$ cat config.mk
export PLATFORM = sky130hd
export DESIGN_NAME = hsio_pattern_gen
export DESIGN_NICKNAME = d
export VERILOG_FILES = /design/src/rtl/hsio_pattern_gen.sv
export SDC_FILE = /design/constraint.sdc
export NUM_CORES = 1
export LEC_CHECK = 0
export BUFFER_PORTS_ARGS = -buffer_cell sky130_fd_sc_hd__buf_2
export CELL_PAD_IN_SITES_DETAIL_PLACEMENT = 1
export CELL_PAD_IN_SITES_GLOBAL_PLACEMENT = 2
export CORE_MARGIN = 5
export CORE_UTILIZATION = 29
export DETAILED_ROUTE_END_ITERATION = 10
export PLACE_DENSITY_LB_ADDON = 0.1
export SLEW_MARGIN = 20
export SYNTH_ARGS = -nofsm -noshare
export SYNTH_HDL_FRONTEND = slang
export SYNTH_SLANG_ARGS = --single-unit
$ cat constraint.sdc
create_clock -name clk -period 1.91 [get_ports clk]
set_input_delay 0 -clock clk [delete_from_list [all_inputs] [get_ports clk]]
set_output_delay 0 -clock clk [all_outputs]
set_load 0.005 [all_outputs]
$ cat src/rtl/hsio_pattern_gen.sv
// hsio_pattern_gen: multi-channel clock-divided pad pattern generator (static/walk/counter/LFSR).
// Define HSIO_PATGEN_TRISTATE_EN to drive per-channel tristate from the latched cfg_oe.
module hsio_pattern_gen #(
  parameter int          NCH       = 8,
  parameter int          DIV_W     = 8,
  parameter logic [15:0] LFSR_SEED = 16'hACE1
) (
  input  logic             clk,
  input  logic             rst,
  input  logic             cfg_valid,
  output logic             cfg_ready,
  input  logic [1:0]       cfg_mode,
  input  logic [DIV_W-1:0] cfg_div,
  input  logic [NCH-1:0]   cfg_static,
  input  logic [NCH-1:0]   cfg_oe,
  input  logic             run,
  output logic [NCH-1:0]   q,
  output logic [NCH-1:0]   t,
  output logic             step,
  output logic             wrap
);
  typedef enum logic [1:0] {IDLE, ARM, RUN} state_t;
  state_t state, state_nx;
  logic [1:0] mode;
  logic [DIV_W-1:0] div, presc;
  logic [NCH-1:0] stat, init_q, adv_q;
  logic [15:0] lfsr, lfsr_nx;
  logic accept, adv, adv_wrap;
  assign cfg_ready = state != RUN;
  always_comb begin
    accept = cfg_valid & cfg_ready;
    adv = (state == RUN) & run & (presc == '0);
    lfsr_nx = {lfsr[14:0], lfsr[15] ^ lfsr[13] ^ lfsr[12] ^ lfsr[10]};
    init_q = cfg_mode == 2'd0 ? cfg_static :
             cfg_mode == 2'd1 ? NCH'(1) :
             cfg_mode == 2'd2 ? '0 : LFSR_SEED[NCH-1:0];
    adv_q = mode == 2'd0 ? stat :
            mode == 2'd1 ? ((q << 1) | (q >> (NCH - 1))) :
            mode == 2'd2 ? q + NCH'(1) : lfsr_nx[NCH-1:0];
    adv_wrap = (mode == 2'd0) | ((mode == 2'd1) & q[NCH-1]) |
               ((mode == 2'd2) & (&q)) | ((mode == 2'd3) & (lfsr_nx == LFSR_SEED));
    // a config in ARM beats a simultaneous run request
    state_nx = accept ? ARM :
               (state == ARM && run) ? RUN :
               (state == RUN && !run) ? IDLE : state;
  end
  always_ff @(posedge clk) begin
    if (rst) begin
      state <= IDLE;
      mode  <= '0;
      div   <= '0;
      stat  <= '0;
      presc <= '0;
      lfsr  <= LFSR_SEED;
      q     <= '0;
      step  <= 1'b0;
      wrap  <= 1'b0;
    end else begin
      state <= state_nx;
      step  <= adv;
      wrap  <= adv & adv_wrap;
      if (accept) begin
        mode  <= cfg_mode;
        div   <= cfg_div;
        stat  <= cfg_static;
        presc <= cfg_div;
        lfsr  <= LFSR_SEED;
        q     <= init_q;
      end else if (state == RUN && run) begin
        presc <= adv ? div : presc - DIV_W'(1);
        if (adv) begin
          q    <= adv_q;
          lfsr <= lfsr_nx;
        end
      end
    end
  end
`ifdef HSIO_PATGEN_TRISTATE_EN
  logic [NCH-1:0] oe;
  always_ff @(posedge clk) begin
    if (rst) oe <= '0;
    else if (accept) oe <= cfg_oe;
  end
  assign t = state == IDLE ? '1 : ~oe;
`else
  logic unused_oe;
  assign unused_oe = ^cfg_oe;
  assign t = '0;
`endif
endmodule

==> metrics.md, run 1 <==
| Metric | Value |
|---|---|
| Vias post-DR | 2757 |
| Post-DP HPWL | 6560 µm |
| RSZ-0062 raised after global routing | yes |
| CP max stage cell | or4b_4 |
| Starting Density | 0.300 |
| Die area | 11700 µm² |
| P_leak | 0.00150 µW |
| GP Congestion | 0.754 |
| Final layout net count | 461 |
| Ys flop type | dfxtp_1 |
| First-pass GRT wire length | 14500 µm |
| Crit. End Element | flop |
| Cell family with most CP delay | simple AND/OR/NAND/NOR gates |
| Critical setup path kind | reg -> reg |
| Pint | 1800 µW |
| Total grt overflow | 0 |
| CTS Sinks | 54 |
| Combinational share of power | 0.187 |
| GRT Util Overall | 0.158 |
| Skew final | 0.0199 ns |
| WP data required | 2.17 ns |
| Status | complete, no violations |
| # rows | 35 |
| CP Launch Type | flop |
| Residual DRC | 0 |
| Layout cells sized above 1 | 0.237 |
| Critical path's largest stage delay | 0.51 ns |
| Seq/Total Area, Yosys | 0.386 |
| Final setup viols | 0 |
| CTS tree | yes |
| HP Class | in -> reg |
| Core Box Area | 9330 µm² |
| Worst VDD drop | 413 µV |
| Area leader, netlist | dfxtp_1 |
| Post-CTS Repair Setup Buffers | 0 |
| Max Cap Viol | 0 |
| Crit path DAT | 2.13 ns |
| Cell variety after synth | 50 |
| Final design utilization | 0.397 |
| Slew Limit Fails | 0 |
| Max Root-Sink Buffers | 2 |
| Least-Margin Pin Slew | 0.513 ns |
| Worst-path cell chain | inv_2 -> ha_4 -> or4b_4 -> nor3_4 -> buf_6 -> nor3_2 -> or3_1 -> o21ai_1 |
| First-pass DRT Iterations | 4 |
| Synth top area share | 0.386 |
| Drt total wl | 9000 µm |
| DR vias/cell | 4.96 |
| # H-tree levels | 2 |
| Tmin final | 1.87 ns |
| Clock root buffer | clkbuf_8 |
| Max Fclk | 536 MHz |
| Post-synth ARST share | 0 |
| Most frequent cells in the layout | nand2_1 (83), dfxtp_1 (52), a21oi_1 (44) |
| Worst-Skew Late Latency | 0.32 ns |
| Chip Width | 108 µm |
| Rel. slew slack | 0.658 |
| Pin count of the biggest net entering global routing | 36 |
| #FFs+latches synth | 54 |
| Port bufs | 32 |
| Worst-path clk slew | 0.12 ns |
| DR iter-0 viols | 120 |
| Initial antenna violation count | 0 |
| Sw Share | 0.284 |
| CP Buf/Inv Count | 2 |
| Setup TNS | 0 ns |
| CTS Buf Count | 5 |
| Sw power | 715 µW |
| Worst-path fanout max | 3 |
| Fin. Hold Viols | 0 |
| Clock share of power | 0.328 |
| Sequential share of power | 0.485 |
| PwrDens | 678 nW/µm² |
| Top-Level Pins | 49 |
| Syn-to-layout area delta | 32.5% |
| Tcrit/Tclk final | 0.977 |
| Most area-consuming cells after synthesis | dfxtp_1 (39%), nand2_1 (11%), a21oi_1 (8.0%) |
| Antenna fix cells | 0 |
| Chip Height | 108 µm |
| Most common cell after layout, fill and taps aside | nand2_1 |
| Vias in the first global route | 2779 |
| Avg WL per Cell | 16.2 µm |
| Synthesized area per cell | 8.00 µm² |
| Post-synth EDFFs | 0 |
| Synth warnings | 0 |
| Antenna viol nets, final | 0 |
| Post-synthesis cell area | 2800 µm² |
| Post-Syn Instances | 350 |
-- worst reg2reg max path: cells and delay by family (launching register included) --
family / cells / cell delay (ns)
fa+ha+maj: 1 / 0.14
simple gates: 4 / 1.00
buf+inv: 2 / 0.22
compound gates: 1 / 0.13
flops: 1 / 0.34
-- cell type report --
type / instances / area, µm²
fill: 1132 / 5620
multi-input combinational: 266 / 1620
sequential: 54 / 1080
timing repair buffer: 90 / 691
tap: 129 / 161
clock buffer: 5 / 68.8
clock inverter: 3 / 47.5
inverter: 9 / 33.8
-- cells in the mapped netlist, types with 4 or more instances --
cell	n
mux2i_1	4
dfxtp_1	54
nand2b_1	6
mux4_2	4
clkbuf_1	12
o211ai_1	6
nor2_1	13
buf_4	9
buf_1	4
inv_1	9
xnor2_1	9
nand2_1	83
nor3_1	5
nand3_1	19
a21oi_1	45
o21ai_0	6
nand4_1	5
ha_1	5
-- stage by stage --
step                      power [µW]  area [µm²]  hold WS, ns  instances  worst slack (ns)
after floorplan                 1490        2830        0.130        357            0.0667
after global placement          1660        3320        0.245        528           0.00357
after detailed placement        1670        3320        0.244        528           -0.0569
after CTS                       2520        3640        0.152        556           0.00668
after global routing            2640        3710        0.167        556           -0.0459
final                           2510        3710        0.143        556            0.0437
-- power by group through the flow --
stage,registers (µW),logic [µW],clock network (µW)
after floorplan,1230,255,0
after global placement,1240,420,0
after detailed placement,1240,423,0
after CTS,1220,457,848
after global routing,1230,520,892
final,1220,470,825
-- repair_timing --
action / CTS / global route
hold endpoints to repair: 26 / 0
endpoints found under the setup margin: 12 / 18
gates resized for setup: 3 / 13
pin swaps: 2 / 1
cloned: 0 / 0
hold buffers: 20 / 0
-- state kept, by name (all words and copies together), names as in the netlist --
| name | flops |
|---|---|
| div | 8 |
| lfsr | 16 |
| mode | 2 |
| presc | 8 |
| q | 8 |
| stat | 8 |
| state | 2 |
| step | 1 |
| wrap | 1 |
-- path summary, 6_finish.rpt --
path              startpoint      end  slack [ns]  cells past startpoint
setup reg to reg    presc[1]     q[6]        0.04                      8
setup / recovery    presc[1]     q[6]        0.04                      8
hold reg to reg       div[5]   div[5]        0.47                      2
hold / removal           rst  stat[2]        0.14                      2
-- cell families (layout without fill, tap and decap cells) --
| kind of cell | Yosys count | count (layout) | synth area share |
|---|---|---|---|
| muxes | 11 | 11 | 0.0586 |
| xor gates and xnor gates | 11 | 11 | 0.0344 |
| adders and majority gates | 5 | 5 | 0.0224 |
| and+or+nand+nor | 150 | 150 | 0.256 |
| AOI/OAI and AO/OA | 81 | 81 | 0.176 |
| DFF | 54 | 54 | 0.386 |
| other | 1 | 8 | 0.00134 |
| buffers and inverters | 37 | 107 | 0.0653 |
-- metal layers --
layer | wire length [µm] | GRT usage
met1 | 4570 | 0.227
met2 | 4030 | 0.246
met3 | 340 | 0.0293
met4 | 63 | 0.0325
met5 | 0 | 0
Power figures use the tool's default switching activity.
==> run 2: changes to the inputs <==
--- a/config.mk
+++ b/config.mk
@@ -9,8 +9,9 @@
 export CELL_PAD_IN_SITES_DETAIL_PLACEMENT = 1
 export CELL_PAD_IN_SITES_GLOBAL_PLACEMENT = 2
 export CORE_MARGIN = 5
-export CORE_UTILIZATION = 29
+export CORE_UTILIZATION = 35
 export DETAILED_ROUTE_END_ITERATION = 10
+export MAX_ROUTING_LAYER = met4
 export PLACE_DENSITY_LB_ADDON = 0.1
 export SLEW_MARGIN = 20
 export SYNTH_ARGS = -nofsm -noshare
==> constraint.sdc (replaced) <==
create_clock -name clk -period 2.3 [get_ports clk]
set_input_delay 0 -clock clk [delete_from_list [all_inputs] [get_ports clk]]
set_output_delay 0 -clock clk [all_outputs]
set_load 0.005 [all_outputs]
==> metrics.md, run 2 (same netlist as run 1, synthesis figures left out) <==
| Metric | Value |
|---|---|
| Setup TNS | 0 ns (unchanged) |
| Max Fclk | 468 MHz (-13%) |
| Tmin final | 2.14 ns (+0.271 ns) |
| Max Cap Viol | 0 (unchanged) |
| Antenna fix cells | 0 (unchanged) |
| Skew final | 0.0165 ns (-0.00337 ns) |
| Final std cells w/o fill | 505 (-9.2%) |
| Max Root-Sink Buffers | 2 (unchanged) |
| Critical path's largest stage delay | 0.53 ns (+0.02 ns) |
| Vias in the first global route | 2612 (-6.0%) |
| Initial antenna violation count | 0 (unchanged) |
| Final setup viols | 0 (unchanged) |
| Worst-Skew Late Latency | 0.32 ns (about the same) |
| # H-tree levels | 2 (unchanged) |
| RSZ-0062 raised after global routing | no |
| Chip Width | 99.4 µm (-8.1%) |
| Combinational share of power | 0.159 (-0.028) |
| Core Box Area | 7770 µm² (-17%) |
| GRT Util Overall | 0.176 (+0.0186) |
| Hold wc startpoint | rst |
| P_leak | 0.00135 µW (-10%) |
| Worst-path clk slew | 0.11 ns (about the same) |
| Residual DRC | 0 (unchanged) |
| DR vias/cell | 5.13 (+3.4%) |
| CTS tree | yes |
| Total grt overflow | 0 (unchanged) |
| Least-Margin Pin Slew | 0.730 ns (+0.217 ns) |
| Worst VDD drop | 263 µV (-36%) |
| Cell family with most CP delay | simple AND/OR/NAND/NOR gates |
| Avg WL per Cell | 16.2 µm (about the same) |
| Chip Height | 99.4 µm (-8.1%) |
| Most flops, register | lfsr |
| Most common cell after layout, fill and taps aside | nand2_1 |
| Post-Place Cells | 477 (-9.7%) |
| First-pass DRT Iterations | 4 (unchanged) |
| Worst-path fanout max | 13 (+10) |
| Clock share of power | 0.335 (+0.007) |
| # rows | 32 (-8.6%) |
| Top-Level Pins | 49 (unchanged) |
| DR iter-0 viols | 70 (-42%) |
| Syn-to-layout area delta | 21.0% |
| Worst r2r dst | q[6] |
| CP Launch Type | flop |
| Reg-to-Reg Start | presc[0] |
| Layout cells sized above 1 | 0.166 (-0.0703) |
| PwrDens | 595 nW/µm² (-12%) |
| Worst reg2reg setup slack | 0.16 ns (+0.12 ns) |
| Status | complete, no violations |
| Max FFs per register | 16 (unchanged) |
| Pin count of the biggest net entering global routing | 38 (+5.6%) |
| Post-DP HPWL | 5770 µm (-12%) |
| CTS Buf Count | 5 (unchanged) |
| HP Class | in -> reg |
| Critical setup path kind | reg -> reg |
| WHS Path Cells | 2 (unchanged) |
| Crit path DAT | 2.40 ns (+0.27 ns) |
| Drt total wl | 8170 µm (-9.3%) |
| Fin. Hold Viols | 0 (unchanged) |
| Final layout net count | 437 (-5.2%) |
| Tcrit/Tclk final | 0.929 (-0.0480) |
| Rel. slew slack | 0.514 (-0.145) |
| Port bufs | 32 (unchanged) |
| Pint | 1450 µW (-19%) |
| Most frequent cells in the layout | nand2_1 (83), dfxtp_1 (54), a21oi_1 (45) |
| Vias post-DR | 2589 (-6.1%) |
| Worst-path cell chain | inv_1 -> ha_1 -> or4b_4 -> nor3_2 -> buf_4 -> nor3_1 -> or3_1 -> o21ai_1 |
| Sw Share | 0.278 (-0.00619) |
| Slew Limit Fails | 0 (unchanged) |
| Starting Density | 0.360 (+0.0603) |
| Clock root buffer | clkbuf_8 |
| CP max stage cell | or4b_4 |
| CTS Sinks | 54 (unchanged) |
| GP Congestion | 0.792 (+5.1%) |
| Die area | 9890 µm² (-16%) |
| WP data required | 2.57 ns (+0.40 ns) |
| Crit. End Element | flop |
| First-pass GRT wire length | 13800 µm (-5.3%) |
| Antenna viol nets, final | 0 (unchanged) |
| R2R depth | 8 (unchanged) |
| CP Buf/Inv Count | 2 (unchanged) |
| Sequential share of power | 0.506 (+0.021) |
| Hold Path End | stat[4] |
| Sw power | 560 µW (-22%) |
## run 2: worst max-delay path by stage
| stage | startpoint | to | slack, ns | depth (start not counted) |
|---|---|---|---|---|
| floorplan | presc[0] | q[1] | 0.46 | 7 |
| CTS | presc[0] | q[6] | 0.14 | 8 |
| global placement | presc[0] | q[6] | 0.23 | 8 |
| detailed placement | presc[0] | q[6] | 0.16 | 8 |
| global route | presc[0] | q[6] | 0.009 | 8 |
| finish | presc[0] | q[6] | 0.16 | 8 |
## run 2: power by group through the flow
stage | registers [µW] | logic [µW] | clock network [µW]
finish | 1020 | 321 | 674
global route | 1030 | 360 | 730
CTS | 1020 | 323 | 700
detailed placement | 1040 | 295 | 0
global placement | 1040 | 293 | 0
floorplan | 1020 | 212 | 0
## run 2: layout make-up
class | count | area, µm²
clock buffers | 5 | 68.8
clock inverters | 3 | 47.5
fillers | 970 | 4380
inverters | 9 | 33.8
multi-input cells | 266 | 1560
flip-flops and latches | 54 | 1080
well taps | 102 | 128
repair buffers | 66 | 465
## run 2: repair_timing
item / CTS / global route
hold endpoints to repair: 27 / 0
setup buffers: 0 / 0
gates resized for setup: 0 / 0
hold buffers: 20 / 0
## run 2: layer usage
metal  GRT usage  share of wire  vias to the layer above
met5           -              0                        -
met4      0.0378         0.0076                        0
met3      0.0231          0.031                        4
met2       0.277           0.46                       39
met1       0.243           0.50                     1223
li1            -              -                     1323
## run 2: metrics by stage
| step | power, µW | worst slack, ns | instance area (µm²) | utilization | hold WS (ns) |
|---|---|---|---|---|---|
| after detailed placement | 1340 | 0.165 | 3070 | 0.395 | 0.249 |
| final | 2010 | 0.163 | 3390 | 0.436 | 0.237 |
| after CTS | 2040 | 0.145 | 3390 | 0.436 | 0.256 |
| after global placement | 1330 | 0.226 | 3070 | 0.395 | 0.246 |
| after global routing | 2120 | 0.00894 | 3390 | 0.436 | 0.276 |
| after floorplan | 1240 | 0.457 | 2830 | - | 0.130 |
==> run 3: changes to the inputs <==
--- a/config.mk
+++ b/config.mk
@@ -9,8 +9,9 @@
 export CELL_PAD_IN_SITES_DETAIL_PLACEMENT = 1
 export CELL_PAD_IN_SITES_GLOBAL_PLACEMENT = 2
 export CORE_MARGIN = 5
-export CORE_UTILIZATION = 35
+export CORE_UTILIZATION = 29
 export DETAILED_ROUTE_END_ITERATION = 10
+export GPL_TIMING_DRIVEN = 0
 export MAX_ROUTING_LAYER = met4
 export PLACE_DENSITY_LB_ADDON = 0.1
 export SLEW_MARGIN = 20
==> constraint.sdc (replaced) <==
create_clock -name clk -period 1.72 [get_ports clk]
set_input_delay 0 -clock clk [delete_from_list [all_inputs] [get_ports clk]]
set_output_delay 0 -clock clk [all_outputs]
set_load 0.005 [all_outputs]
==> metrics.md, run 3 (same netlist as run 1, synthesis figures left out) <==
| Metric | Value |
|---|---|
| Status | finished, violations left |
| Failing checks | setup timing |
| Total power | 2800 µW (+39%) |
| Worst-Skew Late Latency | 0.31 ns (about the same) |
| Worst-path cell chain | inv_2 -> ha_4 -> or4b_4 -> nor3_4 -> buf_6 -> buf_12 -> nand2_4 -> a21oi_2 |
| Die area | 11700 µm² (+19%) |
| Pin count of the biggest net entering global routing | 17 (-55%) |
| Tmin final | 1.83 ns (-0.303 ns) |
| HP Class | in -> reg |
| Fin. Hold Viols | 0 (unchanged) |
| Port bufs | 31 (-3.1%) |
| Vias post-DR | 2803 (+8.3%) |
| Worst VDD drop | 314 µV (+19%) |
| CP max stage cell | or4b_4 |
| Vias in the first global route | 2829 (+8.3%) |
| Stages on the worst setup path | 8 (unchanged) |
| Critical path's largest stage delay | 0.51 ns (-0.02 ns) |
| CTS Sinks | 54 (unchanged) |
| Antenna viol nets, final | 0 (unchanged) |
| Total grt overflow | 0 (unchanged) |
| Most common cell after layout, fill and taps aside | nand2_1 |
| Tcrit/Tclk final | 1.07 (+0.137) |
| Crit path DAT | 2.08 ns (-0.32 ns) |
| Least-Margin Pin Slew | 0.611 ns (-0.118 ns) |
| Skew final | 0.00811 ns (-0.00837 ns) |
| Hold Slack | 0.229 ns (-0.00822 ns) |
| Final setup viols | 27 (+27) |
| CP Launch Type | flop |
| Max FFs per register | 16 (unchanged) |
| CP Buf/Inv Count | 3 (+1) |
| Avg WL per Cell | 17.6 µm (+8.7%) |
| RSZ-0062 raised after global routing | yes |
| Post-DP HPWL | 6910 µm (+20%) |
| Dpl ws | -0.490 ns (-0.655 ns) |
| Chip Height | 108 µm (+8.9%) |
| GRT Util Overall | 0.178 (+0.00143) |
| Max Fclk | 545 MHz (+17%) |
| Rel. slew slack | 0.592 (+0.0789) |
| # H-tree levels | 2 (unchanged) |
| # rows | 35 (+9.4%) |
| Slew Limit Fails | 0 (unchanged) |
| Core Box Area | 9330 µm² (+20%) |
| GP Congestion | 0.800 (+1.0%) |
| Max Root-Sink Buffers | 2 (unchanged) |
| Crit. End Element | flop |
| Most flops, register | lfsr |
| First-pass DRT Iterations | 4 (unchanged) |
| Critical setup path kind | reg -> reg |
| First-pass GRT wire length | 15700 µm (+14%) |
| WHS Path Cells | 6 (+4) |
| Residual DRC | 0 (unchanged) |
| Layout cells sized above 1 | 0.286 (+0.120) |
| Most frequent cells in the layout | nand2_1 (76), dfxtp_1 (50), a21oi_1 (39) |
| Top-Level Pins | 49 (unchanged) |
| Setup ws final | -0.114 ns (-0.277 ns) |
| CTS tree | yes |
| DR vias/cell | 4.99 (-2.7%) |
| Antenna fix cells | 0 (unchanged) |
| DR iter-0 viols | 122 (+74%) |
| WP data required | 1.97 ns (-0.60 ns) |
| Clock root buffer | clkbuf_8 |
| Starting Density | 0.300 (-0.0603) |
| Syn-to-layout area delta | 37.2% |
| Drt total wl | 9880 µm (+21%) |
| R2R depth | 8 (unchanged) |
| PwrDens | 728 nW/µm² (+22%) |
| Worst-path fanout max | 6 (-7) |
| Final layout net count | 467 (+6.9%) |
| Initial antenna violation count | 0 (unchanged) |
| Cell family with most CP delay | simple AND/OR/NAND/NOR gates |
| Worst-path clk slew | 0.10 ns (about the same) |
| Chip Width | 108 µm (+8.9%) |
| Max Cap Viol | 0 (unchanged) |
| P_leak | 0.00159 µW (+17%) |
| CTS Buf Count | 5 (unchanged) |
[run 3: metal layers]
layer,part of all wire,up-vias,global-route usage,wire (µm)
met3,0.031,5,0.0215,307
met4,0.0066,0,0.0298,65
met1,0.51,1377,0.253,5050
li1,-,1380,-,-
met2,0.45,41,0.275,4460
met5,0,-,-,0
[run 3: final cells by class]
cell class              instances  area, µm²
clock buffers                   5       68.8
plain buffers                  26        174
flip-flops and latches         54       1090
multi-input cells             266       1750
inverters                       9       33.8
well taps                     129        161
clock inverters                 3       40.0
repair buffers                 70        526
fillers                      1128       5490
[run 3: repair_timing]
| action | CTS | global route |
|---|---|---|
| hold buffers | 20 | 0 |
| resized for setup | 29 | 36 |
| setup endpoints to repair | 52 | 43 |
| pin swaps | 12 | 6 |
| cloned | 0 | 2 |
| setup buffers | 12 | 5 |
| hold endpoints to repair | 27 | 0 |
[run 3: metrics by stage]
step           cells  setup TNS [ns]  area (µm²)   util
2_1_floorplan    357               0        2860      -
6_report         562           -2.07        3840  0.412
5_1_grt          562           -4.75        3840  0.412
3_3_place_gp     517          -12.75        3170  0.340
3_5_place_dp     517          -12.77        3170  0.340
4_1_cts          555           -3.14        3670  0.394
[run 3: worst reg2reg max path, cell delays in order, from the launching register on]
cell	delay [ns]
dfxtp_2	0.34
inv_2	0.08
ha_4	0.14
or4b_4	0.51
nor3_4	0.22
buf_6	0.19
buf_12	0.13
nand2_4	0.05
a21oi_2	0.12
[run 3: final timing paths]
path | start | endpoint | slack (ns)
worst max-delay path | presc[0] | lfsr[3] | -0.11
worst min-delay path | cfg_mode[0] | q[6] | 0.23
worst max register to register | presc[0] | lfsr[3] | -0.11
worst min register to register | div[6] | div[6] | 0.46
[run 3: report_power, final]
part	leakage, µW	total, µW	switching, µW	internal, µW
clock network	0.0000579	886	455	430
registers	0.000443	1370	64.0	1300
logic	0.00108	543	293	249
total	0.00159	2800	813	1980
